--- src/rtl/mem_arbiter_if.sv ---
`default_nettype none
// ============================================================================
// Module   : mem_arbiter_if
// Brief    : Request/grant/read-data bundle for both requesters plus RAM port.
// Revision : 1.0 - initial release
// ============================================================================
interface mem_arbiter_if;
    logic        req0, req1;
    logic        we0, we1;
    logic        lock0, lock1;
    logic [31:0] addr0, addr1;
    logic [31:0] wdata0, wdata1;
    logic        gnt0, gnt1;
    logic        rvalid0, rvalid1;
    logic [31:0] rdata0, rdata1;
    logic        m_read, m_write;
    logic [31:0] m_addr, m_wdata;
    logic [31:0] m_rdata;

    modport slave (
        input  req0, req1, we0, we1, lock0, lock1,
        input  addr0, addr1, wdata0, wdata1,
        input  m_rdata,
        output gnt0, gnt1, rvalid0, rvalid1, rdata0, rdata1,
        output m_read, m_write, m_addr, m_wdata
    );

    modport master (
        output req0, req1, we0, we1, lock0, lock1,
        output addr0, addr1, wdata0, wdata1,
        output m_rdata,
        input  gnt0, gnt1, rvalid0, rvalid1, rdata0, rdata1,
        input  m_read, m_write, m_addr, m_wdata
    );
endinterface
`default_nettype wire

--- src/rtl/mem_arbiter.sv ---
`default_nettype none
// ============================================================================
// Module   : mem_arbiter
// Brief    : Two-port single-RAM arbiter with bounded lock ownership and
//            1-cycle registered reads. Define MEM_ARB_RR_EN for round-robin
//            ties in IDLE; otherwise port 0 wins every tie.
// Revision : 1.0 - initial release
// ============================================================================
module mem_arbiter #(
    parameter int unsigned MAX_LOCK = 4
) (
    input  logic         clk,
    input  logic         reset,
    mem_arbiter_if.slave bus
);
    typedef enum logic [1:0] {
        IDLE = 2'd0,
        OWN0 = 2'd1,
        OWN1 = 2'd2
    } state_t;

    localparam logic [3:0] c_max_lock     = 4'(MAX_LOCK);
    localparam logic       c_lock_allowed = (MAX_LOCK > 1);

    state_t      r_state, w_state_next;
    logic [3:0]  r_cnt, w_cnt_next, w_cnt_inc;
    logic        w_gnt0, w_gnt1, w_tie_to1;
    logic        r_rvalid0, r_rvalid1;
    logic [31:0] r_rdata0, r_rdata1;

    assign w_cnt_inc = r_cnt + 4'd1;

`ifdef MEM_ARB_RR_EN
    logic r_last_gnt;

    always_ff @(posedge clk) begin
        if (reset) begin
            r_last_gnt <= 1'b1;
        end else if (w_gnt0) begin
            r_last_gnt <= 1'b0;
        end else if (w_gnt1) begin
            r_last_gnt <= 1'b1;
        end
    end

    assign w_tie_to1 = ~r_last_gnt;
`else
    assign w_tie_to1 = 1'b0;
`endif

    always_comb begin
        w_gnt0       = 1'b0;
        w_gnt1       = 1'b0;
        w_state_next = r_state;
        w_cnt_next   = r_cnt;
        if (!reset) begin
            if (r_state == OWN0 && bus.req0) begin
                w_gnt0     = 1'b1;
                w_cnt_next = w_cnt_inc;
                if (!bus.lock0 || w_cnt_inc == c_max_lock) begin
                    w_state_next = IDLE;
                    w_cnt_next   = 4'd0;
                end
            end else if (r_state == OWN1 && bus.req1) begin
                w_gnt1     = 1'b1;
                w_cnt_next = w_cnt_inc;
                if (!bus.lock1 || w_cnt_inc == c_max_lock) begin
                    w_state_next = IDLE;
                    w_cnt_next   = 4'd0;
                end
            end else begin
                // Fresh arbitration, also taken the same cycle an owner lets go
                w_state_next = IDLE;
                w_cnt_next   = 4'd0;
                if (bus.req0 && !(bus.req1 && w_tie_to1)) begin
                    w_gnt0 = 1'b1;
                end else if (bus.req1) begin
                    w_gnt1 = 1'b1;
                end
                if (c_lock_allowed && w_gnt0 && bus.lock0) begin
                    w_state_next = OWN0;
                    w_cnt_next   = 4'd1;
                end else if (c_lock_allowed && w_gnt1 && bus.lock1) begin
                    w_state_next = OWN1;
                    w_cnt_next   = 4'd1;
                end
            end
        end
    end

    always_comb begin
        bus.m_read  = 1'b0;
        bus.m_write = 1'b0;
        bus.m_addr  = 32'd0;
        bus.m_wdata = 32'd0;
        if (w_gnt0) begin
            bus.m_read  = ~bus.we0;
            bus.m_write = bus.we0;
            bus.m_addr  = bus.addr0;
            bus.m_wdata = bus.wdata0;
        end else if (w_gnt1) begin
            bus.m_read  = ~bus.we1;
            bus.m_write = bus.we1;
            bus.m_addr  = bus.addr1;
            bus.m_wdata = bus.wdata1;
        end
    end

    always_ff @(posedge clk) begin
        if (reset) begin
            r_state   <= IDLE;
            r_cnt     <= 4'd0;
            r_rvalid0 <= 1'b0;
            r_rvalid1 <= 1'b0;
            r_rdata0  <= 32'd0;
            r_rdata1  <= 32'd0;
        end else begin
            r_state   <= w_state_next;
            r_cnt     <= w_cnt_next;
            r_rvalid0 <= w_gnt0 & ~bus.we0;
            r_rvalid1 <= w_gnt1 & ~bus.we1;
            if (w_gnt0 && !bus.we0) begin
                r_rdata0 <= bus.m_rdata;
            end
            if (w_gnt1 && !bus.we1) begin
                r_rdata1 <= bus.m_rdata;
            end
        end
    end

    assign bus.gnt0    = w_gnt0;
    assign bus.gnt1    = w_gnt1;
    // A pending read pulse is suppressed as soon as reset is applied
    assign bus.rvalid0 = r_rvalid0 & ~reset;
    assign bus.rvalid1 = r_rvalid1 & ~reset;
    assign bus.rdata0  = r_rdata0;
    assign bus.rdata1  = r_rdata1;
endmodule
`default_nettype wire

--- src/flat_wrapper.sv ---
// flat-port wrapper written by rule: the top's interface ports become plain ports
module mem_arbiter_flat 
#(
    parameter int unsigned MAX_LOCK = 4
)
  (clk, reset, bus_req0, bus_req1, bus_we0, bus_we1, bus_lock0, bus_lock1, bus_addr0, bus_addr1, bus_wdata0, bus_wdata1, bus_m_rdata, bus_gnt0, bus_gnt1, bus_rvalid0, bus_rvalid1, bus_rdata0, bus_rdata1, bus_m_read, bus_m_write, bus_m_addr, bus_m_wdata);
  mem_arbiter_if bus_i ();
  input  logic clk;
  input  logic reset;
  input wire logic [$bits(bus_i.req0)-1:0] bus_req0;
  input wire logic [$bits(bus_i.req1)-1:0] bus_req1;
  input wire logic [$bits(bus_i.we0)-1:0] bus_we0;
  input wire logic [$bits(bus_i.we1)-1:0] bus_we1;
  input wire logic [$bits(bus_i.lock0)-1:0] bus_lock0;
  input wire logic [$bits(bus_i.lock1)-1:0] bus_lock1;
  input wire logic [$bits(bus_i.addr0)-1:0] bus_addr0;
  input wire logic [$bits(bus_i.addr1)-1:0] bus_addr1;
  input wire logic [$bits(bus_i.wdata0)-1:0] bus_wdata0;
  input wire logic [$bits(bus_i.wdata1)-1:0] bus_wdata1;
  input wire logic [$bits(bus_i.m_rdata)-1:0] bus_m_rdata;
  output wire logic [$bits(bus_i.gnt0)-1:0] bus_gnt0;
  output wire logic [$bits(bus_i.gnt1)-1:0] bus_gnt1;
  output wire logic [$bits(bus_i.rvalid0)-1:0] bus_rvalid0;
  output wire logic [$bits(bus_i.rvalid1)-1:0] bus_rvalid1;
  output wire logic [$bits(bus_i.rdata0)-1:0] bus_rdata0;
  output wire logic [$bits(bus_i.rdata1)-1:0] bus_rdata1;
  output wire logic [$bits(bus_i.m_read)-1:0] bus_m_read;
  output wire logic [$bits(bus_i.m_write)-1:0] bus_m_write;
  output wire logic [$bits(bus_i.m_addr)-1:0] bus_m_addr;
  output wire logic [$bits(bus_i.m_wdata)-1:0] bus_m_wdata;
  assign bus_i.req0 = bus_req0;
  assign bus_i.req1 = bus_req1;
  assign bus_i.we0 = bus_we0;
  assign bus_i.we1 = bus_we1;
  assign bus_i.lock0 = bus_lock0;
  assign bus_i.lock1 = bus_lock1;
  assign bus_i.addr0 = bus_addr0;
  assign bus_i.addr1 = bus_addr1;
  assign bus_i.wdata0 = bus_wdata0;
  assign bus_i.wdata1 = bus_wdata1;
  assign bus_i.m_rdata = bus_m_rdata;
  assign bus_gnt0 = bus_i.gnt0;
  assign bus_gnt1 = bus_i.gnt1;
  assign bus_rvalid0 = bus_i.rvalid0;
  assign bus_rvalid1 = bus_i.rvalid1;
  assign bus_rdata0 = bus_i.rdata0;
  assign bus_rdata1 = bus_i.rdata1;
  assign bus_m_read = bus_i.m_read;
  assign bus_m_write = bus_i.m_write;
  assign bus_m_addr = bus_i.m_addr;
  assign bus_m_wdata = bus_i.m_wdata;
  mem_arbiter #(.MAX_LOCK(MAX_LOCK)) u_core (.clk(clk), .reset(reset), .bus(bus_i));
endmodule
--- config.mk ---
export PLATFORM = sky130hd
export DESIGN_NAME = mem_arbiter_flat
export DESIGN_NICKNAME = d
export VERILOG_FILES = /design/src/rtl/mem_arbiter_if.sv /design/src/rtl/mem_arbiter.sv /design/src/flat_wrapper.sv
export SDC_FILE = /design/constraint.sdc
export NUM_CORES = 1
export LEC_CHECK = 0
export BUFFER_PORTS_ARGS = -buffer_cell sky130_fd_sc_hd__buf_2
export CORE_AREA = 2 2 117 119
export DETAILED_ROUTE_END_ITERATION = 10
export DIE_AREA = 0 0 119 121
export GPL_TIMING_DRIVEN = 1
export PLACE_DENSITY_LB_ADDON = 0.2
export SETUP_SLACK_MARGIN = 0.02
export SLEW_MARGIN = 20
export SYNTH_ARGS = -nofsm -noshare
export SYNTH_HDL_FRONTEND = slang
export SYNTH_SLANG_ARGS = --single-unit
--- constraint.sdc ---
create_clock -name clk -period 1.5 [get_ports clk]
set_input_delay 0.225 -clock clk [delete_from_list [all_inputs] [get_ports clk]]
set_output_delay 0.225 -clock clk [all_outputs]
set_load 0.03 [all_outputs]
# Word-level counts from Yosys, hierarchy flattened

Index checks and enable logic that the tools add are counted.
W data, S select, Z words.

Output and inout bits: 134
Word-level logic and storage cells: 67
Bits of input ports: 168
Flip-flop bits (word level): 72

Equality and inequality tests: 5
Bitwise operators: 7
Reduce and logical (&&, ||, !) cells: 13
$add $sub $neg: 1
Multiplexer cells: 35

Operator list:

| operator              | number |
|---|---|
| $mux W32              | 4 |
| $mux W1               | 20 |
| $mux W4               | 5 |
| $mux W2               | 6 |
| $logic_and A1 B1 Y1   | 6 |
| $add A4 B1 Y4 const B | 1 |
| $and A1 B1 Y1         | 4 |
| $eq A4 B3 Y1 const B  | 1 |
| $logic_not A1 Y1      | 4 |
| $ne A3 B2 Y1 const B  | 1 |
| $not A1 Y1            | 3 |
| $eq A2 B1 Y1 const B  | 1 |
| $eq A2 B2 Y1 const B  | 1 |
| $logic_or A1 B1 Y1    | 2 |
| $ne A2 B2 Y1 const B  | 1 |
| $reduce_and A2 Y1     | 1 |

# Longest topological paths before layout

Gate-level depths: netlist of run 1.

Word-level depth: 10
Gate-level depth with buffers: 6
Gate-level depth less buffers: 4

# Worst setup path before layout of run 1

No wires, ideal clock.

Path type: reg-to-output
Start point: register u_core.r_state[0]
End point: output bus_m_wdata[22]
Slack: -0.407 ns
Data arrival time: 1.682 ns
Cell stages (with the launch flop): 5
Buffers on the path: 1
Cells stage by stage: dfxtp_1 > and3b_1 > nor3b_2 > clkbuf_1 > a22o_1

RTL lines:

| item                   | RTL line           | RTL |
|---|---|---|
| from (decl)            | mem_arbiter.sv:25  | `state_t r_state, w_state_next;` |
| from (signal assigned) | mem_arbiter.sv:118 | `r_state <= w_state_next;` |
| $eq A2 B2 Y1           | mem_arbiter.sv:64  | `end else if (r_state == OWN1 && bus.req1) begin` |
| $logic_and A1 B1 Y1    | mem_arbiter.sv:64  |  |
| $mux W1                | mem_arbiter.sv:64  |  |
| $mux W1 (*)            | mem_arbiter.sv:57  | `if (r_state == OWN0 && bus.req0) begin` |
| $mux W1 (*)            | mem_arbiter.sv:56  | `if (!reset) begin` |
| named net bus_gnt0     | flat_wrapper.sv:21 | `output wire logic [$bits(bus_i.gnt0)-1:0] bus_gnt0;` |
| $mux W32 (*)           | mem_arbiter.sv:96  | `if (w_gnt0) begin` |
| to (decl)              | flat_wrapper.sv:30 | `output wire logic [$bits(bus_i.m_wdata)-1:0] bus_m_wdata;` |

The timed path passes the listed nets; every way through them passes the cells marked *.

# Final worst setup path of run 1

Start point: register u_core.r_state[0]
End point: output bus_m_addr[10]

Word-level cells in the longest chain between the ends: 7

RTL lines:

| item                | RTL line           | RTL |
|---|---|---|
| $eq A2 B2 Y1        | mem_arbiter.sv:64  |  |
| $logic_and A1 B1 Y1 | mem_arbiter.sv:64  |  |
| $mux W1             | mem_arbiter.sv:64  |  |
| $mux W1             | mem_arbiter.sv:57  |  |
| $mux W1             | mem_arbiter.sv:56  |  |
| $mux W32            | mem_arbiter.sv:101 | `end else if (w_gnt1) begin` |
| $mux W32 (*)        | mem_arbiter.sv:96  |  |
| to (decl)           | flat_wrapper.sv:29 | `output wire logic [$bits(bus_i.m_addr)-1:0] bus_m_addr;` |

Mark *: on every way between the ends. The rest lies on a longest branch, timed or not.

==> impl_metrics.tcl, run 1 <==
set metrics [dict create \
    top_usage_layer "met2" \
    fin_crit_sh_pct 133 \
    drcViolationCount 0 \
    worstSetupPathType "reg -> out" \
    synthFlopType "dfxtp_1" \
    synth.net_count 499 \
    period_minus_slack_ns 2.00 \
    yosys-top-cells-area "dfxtp_1, mux2_2, a22o_1" \
    clock_latency_ns 0.32 \
    dpl-instance-area_mm2 0.00592 \
    fp-row-count 42 \
    cts_max_path_buffers 2 \
    fmax_ghz 0.501 \
    synthSimpleGateAreaFrac_pct 16.1 \
    post_route_cells_drive_above_1_share_pct 74.8 \
    netlist_instances 329 \
    cp_slowest_stage_delay_ns 0.34 \
    die_x_um 119 \
    final-setup-viol-count 132 \
    grt_max_degree 71 \
    ys_warn_count 0 \
    worst_hold_slack_ns 0.121 \
    p_leak_nw 3.58 \
    start_kind "register" \
    synth_compound_area_share_pct 18.0 \
    grt_overflow_total 0 \
    critPathSlowestCell "dfxtp_2" \
    io_pins 302 \
    synth_top_area_share_pct 40.2 \
    crit_arrival_ns 1.77 \
    rsz0062_at_grt "yes" \
    violations "setup timing" \
    seqCellArea_mm2 0.00144 \
    ir_worst_vdd_mv 0.681 \
    end_kind "output port" \
    synth-adder-area-share_pct 0.699 \
    hold_buffers 0 \
    async_flop_share_pct 0 \
    vias_per_cell 4.64 \
    avgSynthCellArea_um2 10.9 \
    core_area_mm2 0.0131 \
    final_max_slew_viol_count 0 \
    final_cell_mix "buf_2, dfxtp_1, buf_6, nor2b_1, a22o_4" \
    synth_top_family_by_area "multiplexers" \
    ant_nets 0 \
    routedWlPerCell_um 16.1 \
    final_cell_area_mm2 0.00701 \
    synth_cell_types 34 \
    synth_edf_count 0 \
    root_buffer "clkbuf_16" \
    cts_buffers 9 \
    met1_usage_pct 18.4 \
    hold_violations 0 \
    die_h_um 121 \
    place_congestion 0.838 \
    synth.area.mux_share_pct 20.1 \
    grt_antenna_before_repair 0 \
    fillCellCount 1150 \
    syn_to_final_growth_pct 95.6 \
    vias 3899 \
    dieArea_mm2 0.0144 \
    track_usage_pct 17.5 \
    io_buffers 301 \
    multi_input_area_mm2 0.00252 \
    wirelength_mm 13.5 \
    grt_pass1_vias 4037 \
    skew_ns 0.00191 \
    synth-seq-cells 72 \
    cts_tree "built" \
    maxSlewHeadroom_pct 65.4 \
    status "finished with violations" \
    clock_sinks 72 \
    crit_chain "and3b_2, nor3b_4, buf_12, buf_12, a22o_2, buf_6" \
    clk_pin_slew_ns 0.06 \
    worstMarginPinSlew_ns 0.520 \
    hold_class "in -> reg" \
    initial_core_util_pct 27.4 \
    finalWorstSetupSlack_ns -0.498 \
    dp_hpwl_mm 9.63 \
    crit_required_ns 1.27 \
    fin_nets 829 \
    dr.first_iter.drc_count 111 \
    synth_xor_area_share_pct 0.489 \
    p_per_area_mw_per_mm2 835 \
    yosysTopAreaCell "dfxtp_1" \
    dr.pass1.iters 4 \
    maxCapViolations 0 \
    cts_max_level 3 \
    grt_util_met3_pct 5.36 \
    grt_pass1_wl_mm 20.1 \
    crit_path_max_fanout 17 \
    num_antenna_cells 0 \
    layout_commonest_cell "buf_2" \
    path_common_cell "buf_12" \
    yosysSeqAreaShare_pct 40.2 \
    netlist_area_mm2 0.00358 \
    gr-usage-met2_pct 32.4 \
]
==> sequential cells by signal, summed over array words and instances (netlist names) <==
name and flops:
u_core.r_cnt 4, u_core.r_rvalid0 1, u_core.bus.rdata0 32, u_core.r_rvalid1 1, u_core.r_state 2, u_core.bus.rdata1 32
==> critical path: cells and delay by family, from the launching register on <==
family | cells | cell delay [ns]
AND/OR/NAND/NOR | 2 | 0.49
buffers and inverters | 3 | 0.44
flip-flops | 1 | 0.34
AO/OA/AOI/OAI | 1 | 0.16
==> synthesized netlist by cell type (3+ instances only) <==
cell type	instances
dfxtp_1	72
nor2b_1	66
a22o_1	65
mux2_2	59
buf_2	11
clkbuf_1	11
mux2_1	5
buf_4	3
buf_6	3
nand2b_1	3
nand4b_1	3
==> timing repair <==
item | 4_1_cts | 5_1_grt
pin swaps | 3 | 3
setup buffers | 12 | 2
gates resized for setup | 161 | 10
setup endpoints to repair | 134 | 133
cloned | 4 | 1
==> final timing paths <==
| path | from | end | slack [ns] | depth (start not counted) |
|---|---|---|---|---|
| worst min register to register | u_core.bus.rdata1[25] | u_core.bus.rdata1[25] | 0.58 | 2 |
| worst min-delay path | bus_m_rdata[27] | u_core.bus.rdata1[27] | 0.12 | 2 |
| worst max register to register | u_core.r_state[0] | u_core.bus.rdata0[20] | -0.37 | 7 |
| worst max-delay path | u_core.r_state[0] | bus_m_addr[10] | -0.50 | 6 |
==> area by class of cell <==
class                           instances  area share, %
Multi-Input combinational cell        228           36.0
Clock buffer                           11           3.46
Timing Repair Buffer                  347           35.9
Inverter                                1         0.0536
Clock inverter                          5          0.804
Tap cell                              176           3.14
Sequential cell                        72           20.6
==> stage by stage <==
stage / setup WS (ns) / setup TNS, ns / cells / total power, mW / utilization (%)
after CTS: -0.508 / -50.41 / 837 / 5.87 / 52.9
after detailed placement: -0.234 / -22.88 / 807 / 3.52 / 45.2
after global placement: -0.212 / -21.12 / 807 / 3.50 / 45.2
after floorplan: -0.148 / -8.27 / 329 / 2.98 / -
after global routing: -0.562 / -57.55 / 840 / 6.07 / 53.5
final: -0.498 / -47.22 / 840 / 5.85 / 53.5
==> logic make-up after synthesis <==
| family | Yosys count |
|---|---|
| AOI/OAI and AO/OA | 74 |
| xor gates and xnor gates | 2 |
| adders and majority gates | 2 |
| buffers and inverters | 29 |
| DFF | 72 |
| muxes | 64 |
| and+or+nand+nor | 86 |
==> metal layers <==
metal	vias up	routed length, µm
li1	1874	-
met2	162	7110
met4	0	345
met3	27	1020
met5	-	0
met1	1836	5010
==> power by group <==
| group | total [mW] | internal, mW | leakage (nW) | switching (mW) |
|---|---|---|---|---|
| combinational | 1.70 | 0.839 | 2.85 | 0.857 |
| clock | 2.11 | 1.33 | 0.145 | 0.780 |
| sequential | 2.04 | 2.00 | 0.589 | 0.0399 |
| total | 5.85 | 4.17 | 3.58 | 1.68 |
Power figures use the tool's default switching activity.
==> inputs of run 2 (changes only) <==
==> constraint.sdc (replaced) <==
create_clock -name clk -period 1.5 [get_ports clk]
set_input_delay 0.3 -clock clk [delete_from_list [all_inputs] [get_ports clk]]
set_output_delay 0.3 -clock clk [all_outputs]
set_load 0.03 [all_outputs]
==> run 2 against run 1 <==
Compared with the run above: the flow still finishes with violations (setup timing); register-to-register slack lost 0.06 ns; cell area grew 4.5%; worst setup slack got worse by 0.10 ns; power is 0.24% higher; flip-flop and latch count did not move; critical path type unchanged; highest routed layer unchanged.
==> impl_metrics.tcl, run 2 (synthesis gave the netlist of run 1 again) <==
set metrics [dict create \
    status "finished with violations" \
    violations "setup timing" \
    final_cell_area_mm2 0.00732 \
    place_congestion 0.923 \
    seqCellArea_mm2 0.00145 \
    cts_tree "built" \
    period_minus_slack_ns 2.10 \
    clk_pin_slew_ns 0.06 \
    post_route_cells_drive_above_1_share_pct 75.0 \
    seq_power_share_pct 34.8 \
    dpl-instance-area_mm2 0.00601 \
    fp-row-count 42 \
    dr_wl_met2_mm 7.39 \
    grt_overflow_total 0 \
    skew_ns 0.00501 \
    cts_max_level 3 \
    end_kind "output port" \
    clkPwrFrac_pct 34.3 \
    layout_commonest_cell "buf_2" \
    path_common_cell "buf_6" \
    worstSetupPathType "reg -> out" \
    syn_to_final_growth_pct 104 \
    grt_pass1_wl_mm 21.2 \
    switching_power_mw 1.69 \
    top_layer "met4" \
    start_kind "register" \
    grt_max_degree 67 \
    core_area_mm2 0.0131 \
    dr.pass1.iters 4 \
    critPathSlowestCell "dfxtp_4" \
    p_per_area_mw_per_mm2 801 \
    worstMarginPinSlew_ns 0.392 \
    p_leak_nw 3.74 \
    dp_hpwl_mm 10.1 \
    track_usage_pct 18.6 \
    finalWorstSetupSlack_ns -0.603 \
    crit_arrival_ns 1.80 \
    clock_latency_ns 0.32 \
    wirelength_mm 14.3 \
    num_antenna_cells 0 \
    crit_required_ns 1.20 \
    maxCapViolations 0 \
    die_x_um 119 \
    fmax_ghz 0.476 \
    clock_sinks 72 \
    root_buffer "clkbuf_16" \
    grt_antenna_before_repair 0 \
    fin_nets 838 \
    fin_crit_sh_pct 140 \
    io_pins 302 \
    hold_violations 0 \
    die_h_um 121 \
    cp.buffers_inverters 4 \
    maxSlewHeadroom_pct 73.8 \
    wl_met1_mm 5.61 \
    ant_nets 0 \
    power_frac_comb_pct 30.8 \
    rsz0062_at_grt "yes" \
    wl_met3_um 992 \
    initial_core_util_pct 27.4 \
    worst_hold_slack_ns 0.209 \
    hold_class "in -> reg" \
    crit_path_max_fanout 7 \
    crit_chain "and3b_2, nor3b_4, buf_6, buf_12, buf_4, a22o_2, buf_6" \
    cts_max_path_buffers 2 \
    final_max_slew_viol_count 0 \
    io_buffers 301 \
    fillCellCount 1111 \
    tns_ns -59.84 \
    swShare_pct 28.9 \
    grt_pass1_vias 4072 \
    hold_buffers 0 \
    vias 3943 \
    ir_worst_vdd_mv 0.674 \
    dieArea_mm2 0.0144 \
    cp_slowest_stage_delay_ns 0.36 \
    vias_per_cell 4.64 \
    final-setup-viol-count 133 \
    p_int_mw 4.17 \
    drcViolationCount 0 \
    routedWlPerCell_um 16.8 \
    cts_buffers 9 \
    final_cell_mix "buf_2, buf_6, dfxtp_1, nor2b_1, a22o_4" \
    dr.first_iter.drc_count 148 \
    cp_top_family "buffers and inverters" \
    multi_input_area_mm2 0.00266 \
]
## run 2: cell types whose count changed in the layout (fill, tap and decap cells not counted), sizes merged
cell / delta
buf: +9
bufinv: -1
clkbuf: +3
clkinv: -2
## run 2: power groups by stage
stage	registers (mW)	clock network [mW]	logic [mW]
after floorplan	2.25	0	0.765
after global placement	2.08	0	1.45
after detailed placement	2.08	0	1.46
after CTS	2.04	2.06	1.73
after global routing	2.05	2.16	1.89
final	2.04	2.01	1.81
## run 2: cell type report
type                    count  area share [%]
clock buffers              14            3.74
clock inverters             2           0.171
inverters                   1          0.0513
multi-input cells         228            36.3
flip-flops and latches     72            19.8
well taps                 176            3.01
repair buffers            356            37.0
## run 2: metrics by stage
stage	total power, mW	worst slack, ns	instances	utilization [%]
after global routing	6.10	-0.685	849	55.9
after CTS	5.83	-0.620	842	53.9
after floorplan	3.01	-0.218	329	-
after detailed placement	3.55	-0.383	811	45.9
final	5.86	-0.603	849	55.9
after global placement	3.53	-0.352	811	45.9
## run 2: path summary, 6_finish.rpt
| path | slack [ns] | startpoint | cells past startpoint | to |
|---|---|---|---|---|
| max | -0.60 | u_core.r_state[0] | 7 | bus_m_addr[4] |
| max reg2reg | -0.43 | u_core.r_state[0] | 7 | u_core.bus.rdata1[19] |
| min reg2reg | 0.59 | u_core.bus.rdata1[28] | 2 | u_core.bus.rdata1[28] |
| min | 0.21 | bus_m_rdata[27] | 2 | u_core.bus.rdata1[27] |
## run 2: repair_timing
action	CTS	global route
setup buffers	9	9
gates resized for setup	158	48
pin swaps	1	2
setup endpoints to repair	134	135
cloned	6	1
## run 2: per-layer routing
metal	GRT usage, %	up-vias
met5	0	-
met4	6.03	0
met3	5.08	21
met2	33.7	165
met1	21.0	1868
li1	-	1889
